**src/rtl/ffsr_spike_fire.sv**
```systemverilog
// Thermometer-to-level converter with a first-crossing spike per gamma window.
// Optional FFSR_FIRE_CLR_EN adds ffsr_inc/ffsr_dec pulses that clear the upstream ffsr_spike on fire.
module ffsr_spike_fire #(
    parameter  int INPUT_SIZE = 16,
    parameter  int GAMMA_LEN  = 16,
    localparam int LW         = $clog2(INPUT_SIZE + 1),
    localparam int TW         = $clog2(GAMMA_LEN + 1)
) (
    input  logic                  clk,
    input  logic                  rst,
    input  logic                  gamma_start,
    input  logic [0:INPUT_SIZE-1] therm_in,
    input  logic [LW-1:0]         threshold,
    output logic [LW-1:0]         level,
    output logic                  spike,
    output logic                  spike_valid,
    output logic [TW-1:0]         spike_time,
    output logic                  done,
`ifdef FFSR_FIRE_CLR_EN
    output logic                  ffsr_inc,
    output logic                  ffsr_dec,
`endif
    output logic                  therm_err
);

    typedef enum logic [1:0] {S_WAIT, S_RUN, S_HOLD} state_t;

    state_t                  state;
    logic [0:INPUT_SIZE-1]   therm_q;
    logic [INPUT_SIZE-1:0]   therm_v;
    logic [LW-1:0]           thr_q;
    logic [TW-1:0]           t_cnt;
    logic                    therm_legal;

    // NOTE: every variable written in always_comb gets a default first, otherwise a latch is inferred.
    always_comb begin
        level = '0;
        for (int i = 0; i < INPUT_SIZE; i++) begin
            level = level + LW'(therm_q[i]);
        end
    end

    // Index INPUT_SIZE-1 is the LSB, so a legal code is numerically 2^k-1.
    assign therm_v     = therm_q;
    assign therm_legal = ((therm_v & (therm_v + INPUT_SIZE'(1))) == '0);
    assign done        = (state == S_HOLD);

    // NOTE: sequential state uses non-blocking assignments only, so all registers update from pre-edge values.
    always_ff @(posedge clk) begin
        if (rst) begin
            state       <= S_WAIT;
            therm_q     <= '0;
            thr_q       <= '0;
            t_cnt       <= '0;
            spike       <= 1'b0;
            spike_valid <= 1'b0;
            spike_time  <= TW'(GAMMA_LEN);
            therm_err   <= 1'b0;
`ifdef FFSR_FIRE_CLR_EN
            ffsr_inc    <= 1'b0;
            ffsr_dec    <= 1'b0;
`endif
        end else begin
            therm_q <= therm_in;
            spike   <= 1'b0;
`ifdef FFSR_FIRE_CLR_EN
            ffsr_inc <= 1'b0;
            ffsr_dec <= 1'b0;
`endif
            if (gamma_start) begin
                // A new window wins over any fire condition on the same edge.
                thr_q       <= threshold;
                t_cnt       <= '0;
                spike_valid <= 1'b0;
                spike_time  <= TW'(GAMMA_LEN);
                therm_err   <= 1'b0;
                state       <= S_RUN;
            end else begin
                case (state)
                    S_RUN: begin
                        if (!therm_legal) therm_err <= 1'b1;
                        if (level >= thr_q) begin
                            spike       <= 1'b1;
                            spike_valid <= 1'b1;
                            spike_time  <= t_cnt;
                            state       <= S_HOLD;
`ifdef FFSR_FIRE_CLR_EN
                            ffsr_inc    <= 1'b1;
                            ffsr_dec    <= 1'b1;
`endif
                        end else if (t_cnt == TW'(GAMMA_LEN - 1)) begin
                            spike_time <= TW'(GAMMA_LEN);
                            state      <= S_HOLD;
                        end else begin
                            t_cnt <= t_cnt + TW'(1);
                        end
                    end
                    default: ;
                endcase
            end
        end
    end

endmodule

```
**config.mk**
```make
export PLATFORM = sky130hd
export DESIGN_NAME = ffsr_spike_fire
export DESIGN_NICKNAME = d
export VERILOG_FILES = /design/src/rtl/ffsr_spike_fire.sv
export SDC_FILE = /design/constraint.sdc
export NUM_CORES = 1
export LEC_CHECK = 0
export ABC_CLOCK_PERIOD_IN_PS = 6200
export CAP_MARGIN = 20
export CORE_ASPECT_RATIO = 1.5
export CORE_UTILIZATION = 45
export DETAILED_ROUTE_END_ITERATION = 10
export GPL_TIMING_DRIVEN = 0
export PLACE_DENSITY = 0.75
export SLEW_MARGIN = 20
export SYNTH_ARGS = -nofsm -noshare
export SYNTH_HDL_FRONTEND = slang
export SYNTH_SLANG_ARGS = --single-unit
```
**constraint.sdc**
```tcl
create_clock -name clk -period 6.2 [get_ports clk]
set_input_delay 1.24 -clock clk [delete_from_list [all_inputs] [get_ports clk]]
set_output_delay 1.24 -clock clk [all_outputs]
set_load 0.03 [all_outputs]
```
* Yosys cells after proc, flatten, opt, wreduce, memory -nomap -nowiden
Index checks and enable logic that the tools add are counted.
** Operators by class
- Add/subtract/negate cells :: 17
- $lt $le $gt $ge :: 1
- Equality and inequality tests :: 3
- Muxes and demuxes :: 7
- Bitwise operators :: 5
- Reduce and logical (&&, ||, !) cells :: 11
** Operator list (count)
- adder 5 x 1 -> 5 bit :: 11
- adder 16 x 1 -> 16 bit (second input constant) :: 1
- AND 16 bit :: 1
- logical NOT 16 bit :: 1
- 2-to-1 mux 5 bit :: 2
- AND reduction 2 bit :: 4
- adder 4 x 1 -> 5 bit :: 1
- adder 5 x 1 -> 5 bit (second input constant) :: 1
- equality test 5 x 4 -> 1 bit (second input constant) :: 1
- >= comparator 5 bit :: 1
- adder 3 x 1 -> 4 bit :: 1
- 2-to-1 mux 2 bit :: 2
- inverter 1 bit :: 4
- nonzero test 2 bit :: 2
- adder 2 x 1 -> 3 bit :: 1
- 2-to-1 mux 1 bit :: 3
- AND reduction 3 bit :: 1
- nonzero test 3 bit :: 1
- OR reduction 3 bit :: 1
- adder 1 x 1 -> 2 bit :: 1
- equality test 2 x 1 -> 1 bit (second input constant) :: 1
- equality test 2 bit (second input constant) :: 1
- OR reduction 2 bit :: 1
** Storage, ports and cells
- Bits in registers :: 36
- Output and inout bits :: 14
- Logic and storage cells :: 53

* Longest topological paths before layout
Gate-level depths: netlist of the first run.
- Word-level depth :: 19
- Depth in mapped cells :: 15
- Gate-level depth less buffers :: 15

* Worst setup path before layout of the first run
No wires, ideal clock.
- Kind :: reg2out
- Start point :: register therm_q[15] in the netlist's numbering
- End point :: output level[2]
- Arrival :: 3488 ps
- Required time :: 4960 ps
- Setup slack :: 1472 ps
- Stages on the path, launching flop included :: 10
- Buffers on the path :: 0
- Cells stage by stage :: dfxtp_1 -> fa_1 -> inv_1 -> fa_1 -> fa_1 -> fa_1 -> inv_1 -> ha_1 -> fa_1 -> xor2_1
** On the way
- Longest elaborated chain between the ends :: 1
** RTL lines
- from (decl) :: line 29 : logic [0:INPUT_SIZE-1] therm_q;
- from (signal assigned) :: line 64 : therm_q <= therm_in;
- adder 5 x 1 -> 5 bit :: line 39 : level = level + LW'(therm_q[i]);
- to (decl) :: line 14 : output logic [LW-1:0] level,
Every way passes these cells.

* Final worst setup path of the first run
Same ends and word-level chain as after synthesis.

==> results.cfg, run 1 <==
[outcome]
status = finished, final reports clean

[layout]
layout-drive-gt1-share = 0.0581
fin_nets = 288
num_antenna_cells = 0
area_growth_pct = 26.5
nFillCells = 345
seqCellArea_um2 = 721
multiInputGateArea_um2 = 1100
finalNonFillerCells = 286

[setup_path]
r2r-start = therm_q[15]
required_ns = 4.96
end_kind = primary output
rr_endpoint = t_cnt[2]
crit_type = reg -> out
critPathSlowestCell = clkdlybuf4s50_1
worst-path-buf-inv = 3
rr_worst_depth = 15
r2r_slack_ns = 1.54
path_cells = fa_1 > inv_1 > fa_1 > fa_1 > fa_1 > inv_1 > ha_1 > fa_1 > xor2_1 > clkdlybuf4s50_1
worstPathMaxFanout = 4
crit_arrival_ns = 4.27
cpPeakStageDelay_ns = 0.71
crit_family = adder cells
cp-start-kind = flip-flop
crit_top_cell = fa_1

[yosys]
syn_area_um2 = 1940
yosysTopAreaCellShare = 0.371
ys_seq_area_frac = 0.371
async_flop_share = 0
netlist_instances = 196
yosysWarnings = 0
synth_area_leaders = dfxtp_1 37%, fa_1 10%, ha_1 9.0%
synth_most_common_cell = dfxtp_1
synth_edf_count = 0
yosysUniqueCellTypes = 40
syn_nets = 244
synth-seq-cells = 36
avgSynthCellArea_um2 = 9.90
synth_common_cells = 36 x dfxtp_1, 27 x inv_1, 18 x nor2b_1
synth_area_leader_cell = dfxtp_1
synthFlopType = dfxtp_1

[pwr]
p_leak_nw = 1.03
ir_drop_uv = 293
p_sw_uw = 315
power_frac_seq = 0.323
swShare = 0.388
p_comb_frac = 0.472
p_clk_frac = 0.204
p_per_area_nw_per_um2 = 330
p_int_uw = 496

[clock_network]
clk_path_buf_depth = 2
cts-resized-gates = 0
ctsRootBufferMaster = clkbuf_8
clock-sinks = 36
cts-buffers-inserted = 5
postCtsSetupBuffers = 0
cts_hold_buf = 0
htree_levels = 2
tritoncts = done
clk_latency_ns = 0.29
clk_pin_slew_worst_paths_ns = 0.08

[place]
numPortBuffers = 37
dp_hpwl_mm = 3.12
place.gp.congestion = 0.865
placedCellCount = 278

[job]
cap_viol_max_count = 0

[global_routing]
grt_pass1_vias = 1465
overflow = 0
grt_usage = 0.184
antenna_found_initial = 0
grt_max_degree = 13
grt_pass1_wl_mm = 6.37

[floorplan]
rows = 28
die_w_um = 55.6
die-height_um = 82.4
ios = 38
core_area_um2 = 4030
start_util = 0.482
die_area_um2 = 4580

[route]
drc = 0
vias = 1505
dr.first_iter.drc_count = 26
wl_per_cell_um = 13.5
wirelength_mm = 3.87
via_per_inst = 5.26
first_pass_iters = 4
final_antenna_net_count = 0

[timing]
slew-limit-headroom = 0.595
period_needed_ns = 5.51
fin_setup_tns_ns = 0
rsz0062_at_grt = false
drv_slew = 0
worst_slew_pin_slew_ns = 0.607
hold_violations = 0
setup_viol = 0
final.setup_skew_ns = 0.00686
fmax_ghz = 0.181
fin_crit_sh = 0.889

[hold_path]
min-delay-start = t_cnt[4]
hp-class = reg -> reg
whs_endpoint = t_cnt[4]
hold_depth = 2
## metal layers
metal	global-route usage	routed length [um]	up-vias
li1	-	-	746
met3	0.0514	209	12
met4	0.115	129	0
met5	0	0	-
met2	0.347	2070	43
met1	0.177	1470	704
## how the worst max path moves through the flow
stage                 from       end  slack (ns)  cells past startpoint
5_1_grt        therm_q[15]  level[2]        0.48                     10
3_3_place_gp   therm_q[15]  level[2]         1.0                     10
6_report       therm_q[15]  level[2]        0.69                     10
4_1_cts        therm_q[15]  level[2]        0.64                     10
3_5_place_dp   therm_q[15]  level[3]        0.97                     11
2_1_floorplan  therm_q[15]  level[2]        1.47                      9
## flip-flops by register name, indices dropped and copies added (netlist names)
signal	flops
spike	1
state	2
therm_err	1
spike_valid	1
spike_time	5
therm_q	16
thr_q	5
t_cnt	5
## through the flow
step | hold slack, ns | util | area, um^2 | power, mW | worst slack, ns
finish | 0.462 | 0.609 | 2450 | 0.811 | 0.687
global placement | 0.443 | 0.588 | 2370 | 0.645 | 0.996
CTS | 0.467 | 0.609 | 2450 | 0.823 | 0.642
global route | 0.486 | 0.609 | 2450 | 0.867 | 0.484
detailed placement | 0.455 | 0.588 | 2370 | 0.656 | 0.969
floorplan | 0.435 | - | 1940 | 0.545 | 1.47
## power groups by stage
stage                     clock (mW)  combinational [mW]  sequential, mW
after global routing           0.180               0.422           0.264
after global placement             0               0.378           0.267
after CTS                      0.171               0.390           0.262
after detailed placement           0               0.389           0.267
after floorplan                    0               0.272           0.273
final                          0.166               0.383           0.262
## logic make-up (layout without fill, tap and decap cells)
family,after synthesis,after routing,synth area share
simple gates,62,62,0.173
flops,36,36,0.371
buf+inv,32,77,0.0619
compound gates,30,30,0.139
fa+ha+maj,24,24,0.193
mux,10,10,0.0516
xor+xnor,2,2,0.00903
## cells in the final DEF, fill, tap and decap left out, drive strengths merged, types with 9 or more instances in the layout
cell type	netlist	routed
clkbuf	5	10
clkdlybuf4s50	0	37
dfxtp	36	36
fa	10	10
ha	14	14
inv	27	27
mux2i	10	10
nand2	12	12
nor2	9	9
nor2b	18	18
## cell type report
class	count	share of cell area
sequential	36	0.294
tap	45	0.0229
inverter	27	0.0413
clock inverter	3	0.00765
buffer	5	0.00765
timing repair buffer	37	0.151
clock buffer	5	0.0280
multi-input combinational	128	0.448
## worst min-delay path: stages (launching register included)
cell and delay (ns):
dfxtp_1 0.31, nand2_1 0.05, mux2i_1 0.05
(Power assumes the default switching activity.)
==> inputs of run 2 (changes only) <==
--- a/config.mk
+++ b/config.mk
@@ -11,6 +11,7 @@
 export CORE_UTILIZATION = 45
 export DETAILED_ROUTE_END_ITERATION = 10
 export GPL_TIMING_DRIVEN = 0
+export HOLD_SLACK_MARGIN = 0.03
 export PLACE_DENSITY = 0.75
 export SLEW_MARGIN = 20
 export SYNTH_ARGS = -nofsm -noshare
==> results of run 2 <==
Final layout, timing and power as in run 1 (identical DEF).
==> edit 1: new RTL, flow settings as in run 2 <==
Put a register stage on the output `done`, without a reset. The value now appears one clock later. The other outputs are not delayed to match.
--- a/src/rtl/ffsr_spike_fire.sv
+++ b/src/rtl/ffsr_spike_fire.sv
@@ -43,7 +43,9 @@
     // Index INPUT_SIZE-1 is the LSB, so a legal code is numerically 2^k-1.
     assign therm_v     = therm_q;
     assign therm_legal = ((therm_v & (therm_v + INPUT_SIZE'(1))) == '0);
-    assign done        = (state == S_HOLD);
+    always_ff @(posedge clk) begin
+        done <= (state == S_HOLD);
+    end
 
     // NOTE: sequential state uses non-blocking assignments only, so all registers update from pre-edge values.
     always_ff @(posedge clk) begin
Formal check against the unedited RTL: not equivalent (a bounded check fails within 4 cycles, from zero or initial values and one cycle with rst high).
==> edit 1 against run 2 <==
- area after synthesis up 1.0%
- sequential cell count up 1
- worst setup slack improved by 14 ps
- sequential share of layout area up 0.23 points
- count of clock-buffer cells in the layout unchanged
- total power grew 6.0%
- routed wire length down 4.7%
- final area up 2.0%
- global-route usage is 0.20 points lower
- largest cell class unchanged
- highest routed layer unchanged
==> edit 1: results (changes against run 2) <==
| Metric | Value |
|---|---|
| Outcome | finished clean |
| Net Count, Synth | 245 (+0.41%) |
| Clock Skew | 4.54 ps (-2.31 ps) |
| Non-filler instance count after layout | 288 (+0.70%) |
| Layout cells sized above 1 | 0.0579 (-0.000240) |
| Hold WC Path Type | flip-flop to flip-flop |
| 1st-pass router iterations | 4 (unchanged) |
| NetSw | 0.000314 W (-0.21%) |
| GRT Util Overall | 0.182 (-0.00204) |
| Post-CTS sizing | 0 (unchanged) |
| P_leak | 1.04 nW (+1.4%) |
| Area contributors post-synth | dfxtp_1, fa_1, ha_1, nor2b_1, inv_1 |
| Peak VDD IR | 278 uV (-5.2%) |
| Final hold violations | 0 (unchanged) |
| Postcts setup bufs | 0 (unchanged) |
| Gpl congestion | 0.814 (-5.9%) |
| Synth Warn # | 0 (unchanged) |
| Initial antenna violation count | 0 (unchanged) |
| Largest net degree at the start of global routing | 14 (+1) |
| Reg clk slew, reported paths | 70 ps |
| Num CTS Buffers | 5 (unchanged) |
| Synth cell count leaders | dfxtp_1, inv_1, nor2b_1, ha_1, nand2_1 |
| Cell count after placement | 280 (+0.72%) |
| Worst slew pin tran | 618 ps (+11.3 ps) |
| Most flop-heavy register | therm_q |
| Post-synth cell types | 40 (unchanged) |
| Crit Path Max Fanout | 4 (unchanged) |
| Fill count | 378 (+9.6%) |
| Max clock buf depth | 2 (unchanged) |
| First-pass GRT wire length | 6.63 mm (+4.1%) |
| Cell count after synthesis | 197 (+0.51%) |
| Vias in the first global route | 1,585 (+8.2%) |
| Async SR Flop Fraction | 0 (unchanged) |
| HPWL Detailed | 2.98 mm (-4.7%) |
| Sequential share of the synthesized area | 0.378 (+0.00642) |
| Worst Path Arrival | 4260 ps (about the same) |
| Slowest stage delay, CP | 710 ps (about the same) |
| Place WS | 990 ps (+20.8 ps) |
| Antenna fix cells | 0 (unchanged) |
| Clock Latency Late Sink | 290 ps (about the same) |
| Number of flip-flops in the largest register | 16 (unchanged) |
| Port Buffers | 37 (unchanged) |
| Root buffer cell | clkbuf_8 |
| DR WL/cell | 12.8 um (-5.3%) |
| H-Tree Level Count | 2 (unchanged) |
| Post-route antenna net violation count | 0 (unchanged) |
| Via Count | 1,501 (-0.27%) |
| CP max stage cell | clkdlybuf4s50_1 |
| DRT iter0 DRCs | 34 (+31%) |
[edit 1: changes by cell type after synthesis]
cell | before | now
dfxtp_1 | 36 | 37
[edit 1: worst paths after layout]
| check | startpoint | to | slack (ps) | cells after the start |
|---|---|---|---|---|
| min | state[1]$_SDFFE_PP0P_ | done$_DFF_P_ | 440 | 2 |
| min reg2reg | state[1]$_SDFFE_PP0P_ | done$_DFF_P_ | 440 | 2 |
| max reg2reg | therm_q[15]$_SDFF_PP0_ | t_cnt[2]$_SDFFE_PP0P_ | 1560 | 15 |
| max | therm_q[15]$_SDFF_PP0_ | level[3] | 700 | 11 |
[edit 1: cell families (layout without fill, tap and decap cells)]
group / count (synthesis) / count (layout) / share of synthesized area
muxes: 10 / 10 / 0.0511
DFF: 37 / 37 / 0.378
xor gates and xnor gates: 2 / 2 / 0.00894
adders and majority gates: 24 / 24 / 0.191
AOI/OAI and AO/OA: 30 / 30 / 0.138
buffers and inverters: 32 / 77 / 0.0613
and+or+nand+nor: 62 / 62 / 0.172
[edit 1: cell type report]
cell class | instances | share of cell area
clock inverters | 3 | 0.0185
repair buffers | 37 | 0.148
clock buffers | 5 | 0.0275
flip-flops and latches | 37 | 0.296
well taps | 46 | 0.0230
multi-input cells | 128 | 0.439
inverters | 27 | 0.0405
plain buffers | 5 | 0.00750
[edit 1: power groups by stage]
stage	Combinational, W	Sequential, W	Clock, W
detailed placement	0.000386	0.000275	0
floorplan	0.000270	0.000282	0
CTS	0.000388	0.000270	0.000216
global placement	0.000381	0.000274	0
global route	0.000422	0.000272	0.000225
finish	0.000383	0.000269	0.000207
[edit 1: worst max-delay path, delay by kind of cell, from the launching register on]
kind | cells | cell delay (ps)
flip-flops | 1 | 350
buffers and inverters | 3 | 830
AO/OA/AOI/OAI | 2 | 330
XOR/XNOR | 1 | 180
adder cells (fa/ha/maj) | 5 | 2300
[edit 1: stage by stage]
stage                     hold WS (ps)   util  area [um^2]
after floorplan                    398      -         1960
after global placement             422  0.567         2390
after detailed placement           421  0.567         2390
after CTS                          448  0.595         2500
after global routing               459  0.595         2500
final                              441  0.595         2500
[edit 1: routing by layer]
layer / global-route usage / vias to the layer above / part of all wire
met5: 0 / - / 0
met4: 0.0865 / 0 / 0.022
li1: - / 753 / -
met3: 0.0327 / 8 / 0.031
met2: 0.346 / 31 / 0.56
met1: 0.186 / 709 / 0.39
==> edit 2: new RTL, settings of run 2 <==
Made on the original files. Change the parameter `GAMMA_LEN` from 16 to 64.
--- a/src/rtl/ffsr_spike_fire.sv
+++ b/src/rtl/ffsr_spike_fire.sv
@@ -2,7 +2,7 @@
 // Optional FFSR_FIRE_CLR_EN adds ffsr_inc/ffsr_dec pulses that clear the upstream ffsr_spike on fire.
 module ffsr_spike_fire #(
     parameter  int INPUT_SIZE = 16,
-    parameter  int GAMMA_LEN  = 16,
+    parameter  int GAMMA_LEN  = 64,
     localparam int LW         = $clog2(INPUT_SIZE + 1),
     localparam int TW         = $clog2(GAMMA_LEN + 1)
 ) (
Interface: changed (resized spike_time); port bits go from 38 to 40. No check against the original RTL was run, so the function may have changed too.
==> edit 2 against run 2 <==
- final area is 4.5% higher
- sequential cell count rose by 4
- utilization is 1.0 points lower
- total power is 0.73% higher
- via count is 6.6% higher
- sequential power rose by 9.2%
- critical path depth unchanged
- routed wire length is 0.70% lower
- critical path type unchanged
- worst setup slack lost 70 ps
- first-iteration DRC count rose by 69%
- largest cell class unchanged
- area after synthesis grew 4.6%
- count of clock-buffer cells in the layout rose by 1
==> edit 2: results (changes against run 2) <==
| Metric | Value |
|---|---|
| Outcome | finished clean |
| GR Util met3 | 0.0462 (-0.00518) |
| Hold WC Path Type | flip-flop to flip-flop |
| Overall routed net length | 3.85 mm (-0.70%) |
| Net Count, Synth | 260 (+6.6%) |
| Net Sw Frac | 0.369 (-0.0189) |
| HPWL Detailed | 3.14 mm (+0.68%) |
| Hold path cells | 1 (-1) |
| P_leak | 1.05 nW (+1.8%) |
| First-pass GRT wire length | 6.67 mm (+4.7%) |
| GRT Util Overall | 0.179 (-0.00482) |
| Vias in the first global route | 1,593 (+8.7%) |
| Sequential share of the synthesized area | 0.395 (+0.0232) |
| Fin nets | 305 (+5.9%) |
| Fill count | 374 (+8.4%) |
| DRT iter0 DRCs | 44 (+69%) |
| Gpl congestion | 0.829 (-4.2%) |
| Total power | 0.000817 W (+0.73%) |
| Place WS | 900 ps (-69.1 ps) |
| Comb pwr share | 0.430 (-0.042) |
| Vias per cell | 5.26 (about the same) |
| Area contributors post-synth | dfxtp_1, fa_1, ha_1, inv_1, nor2b_1 |
| Met2 WL | 2.06 mm (-0.19%) |
| Metal-1 WL | 1.53 mm (+4.5%) |
| Worst reg-to-reg path cell count | 16 (+1) |
| GR Layer Usage met1 | 0.190 (+0.0127) |
| Layout cells sized above 1 | 0.0541 (-0.00404) |
| Post-synth cell types | 42 (+5.0%) |
| Detail Route met3 WL | 119 um (-43%) |
| Peak VDD IR | 266 uV (-9.4%) |
| Worst Path Arrival | 4340 ps (+70 ps) |
==> edit 2: cell types whose count changed in the layout (fill, tap and decap cells not counted), sizes merged, moves of 4 or more <==
| cell | before | now |
|---|---|---|
| dfxtp | 36 | 40 |
| o21ai | 2 | 8 |
| nand2 | 12 | 8 |
| a21oi | 5 | 10 |
| nor2 | 9 | 14 |
| mux2i | 10 | 5 |
==> edit 2: cells by family (layout without fill, tap and decap cells) <==
family          after synthesis  after routing  share of synthesized area
fa+ha+maj                    23             23                      0.179
simple gates                 60             60                      0.160
buf+inv                      38             84                     0.0715
compound gates               45             45                      0.162
mux                           5              5                     0.0247
xor+xnor                      2              2                    0.00863
flops                        40             40                      0.395
==> edit 2: cell type report <==
cell class | instances | area [um^2] | share of cell area
well taps | 46 | 57.6 | 0.0224
repair buffers | 38 | 380 | 0.148
flip-flops and latches | 40 | 801 | 0.312
clock inverters | 2 | 15.0 | 0.00585
inverters | 30 | 113 | 0.0439
multi-input cells | 135 | 1080 | 0.422
plain buffers | 8 | 32.5 | 0.0127
clock buffers | 6 | 82.6 | 0.0322
==> edit 2: final timing paths <==
| kind | startpoint | end | slack [ps] |
|---|---|---|---|
| setup / recovery | therm_q[10]$_SDFF_PP0_ | level[2] | 620 |
| hold / removal | spike_valid$_SDFFE_PP0P_ | spike_valid$_SDFFE_PP0P_ | 460 |
| setup reg to reg | therm_q[10]$_SDFF_PP0_ | spike_time[1]$_SDFFE_PP0P_ | 1280 |
| hold reg to reg | spike_valid$_SDFFE_PP0P_ | spike_valid$_SDFFE_PP0P_ | 460 |
==> edit 2: worst max-delay path, delay by kind of cell, from the launching register on <==
family,cells,cell delay (ps)
xor+xnor,1,230
buf+inv,3,850
fa+ha+maj,6,2570
flops,1,400
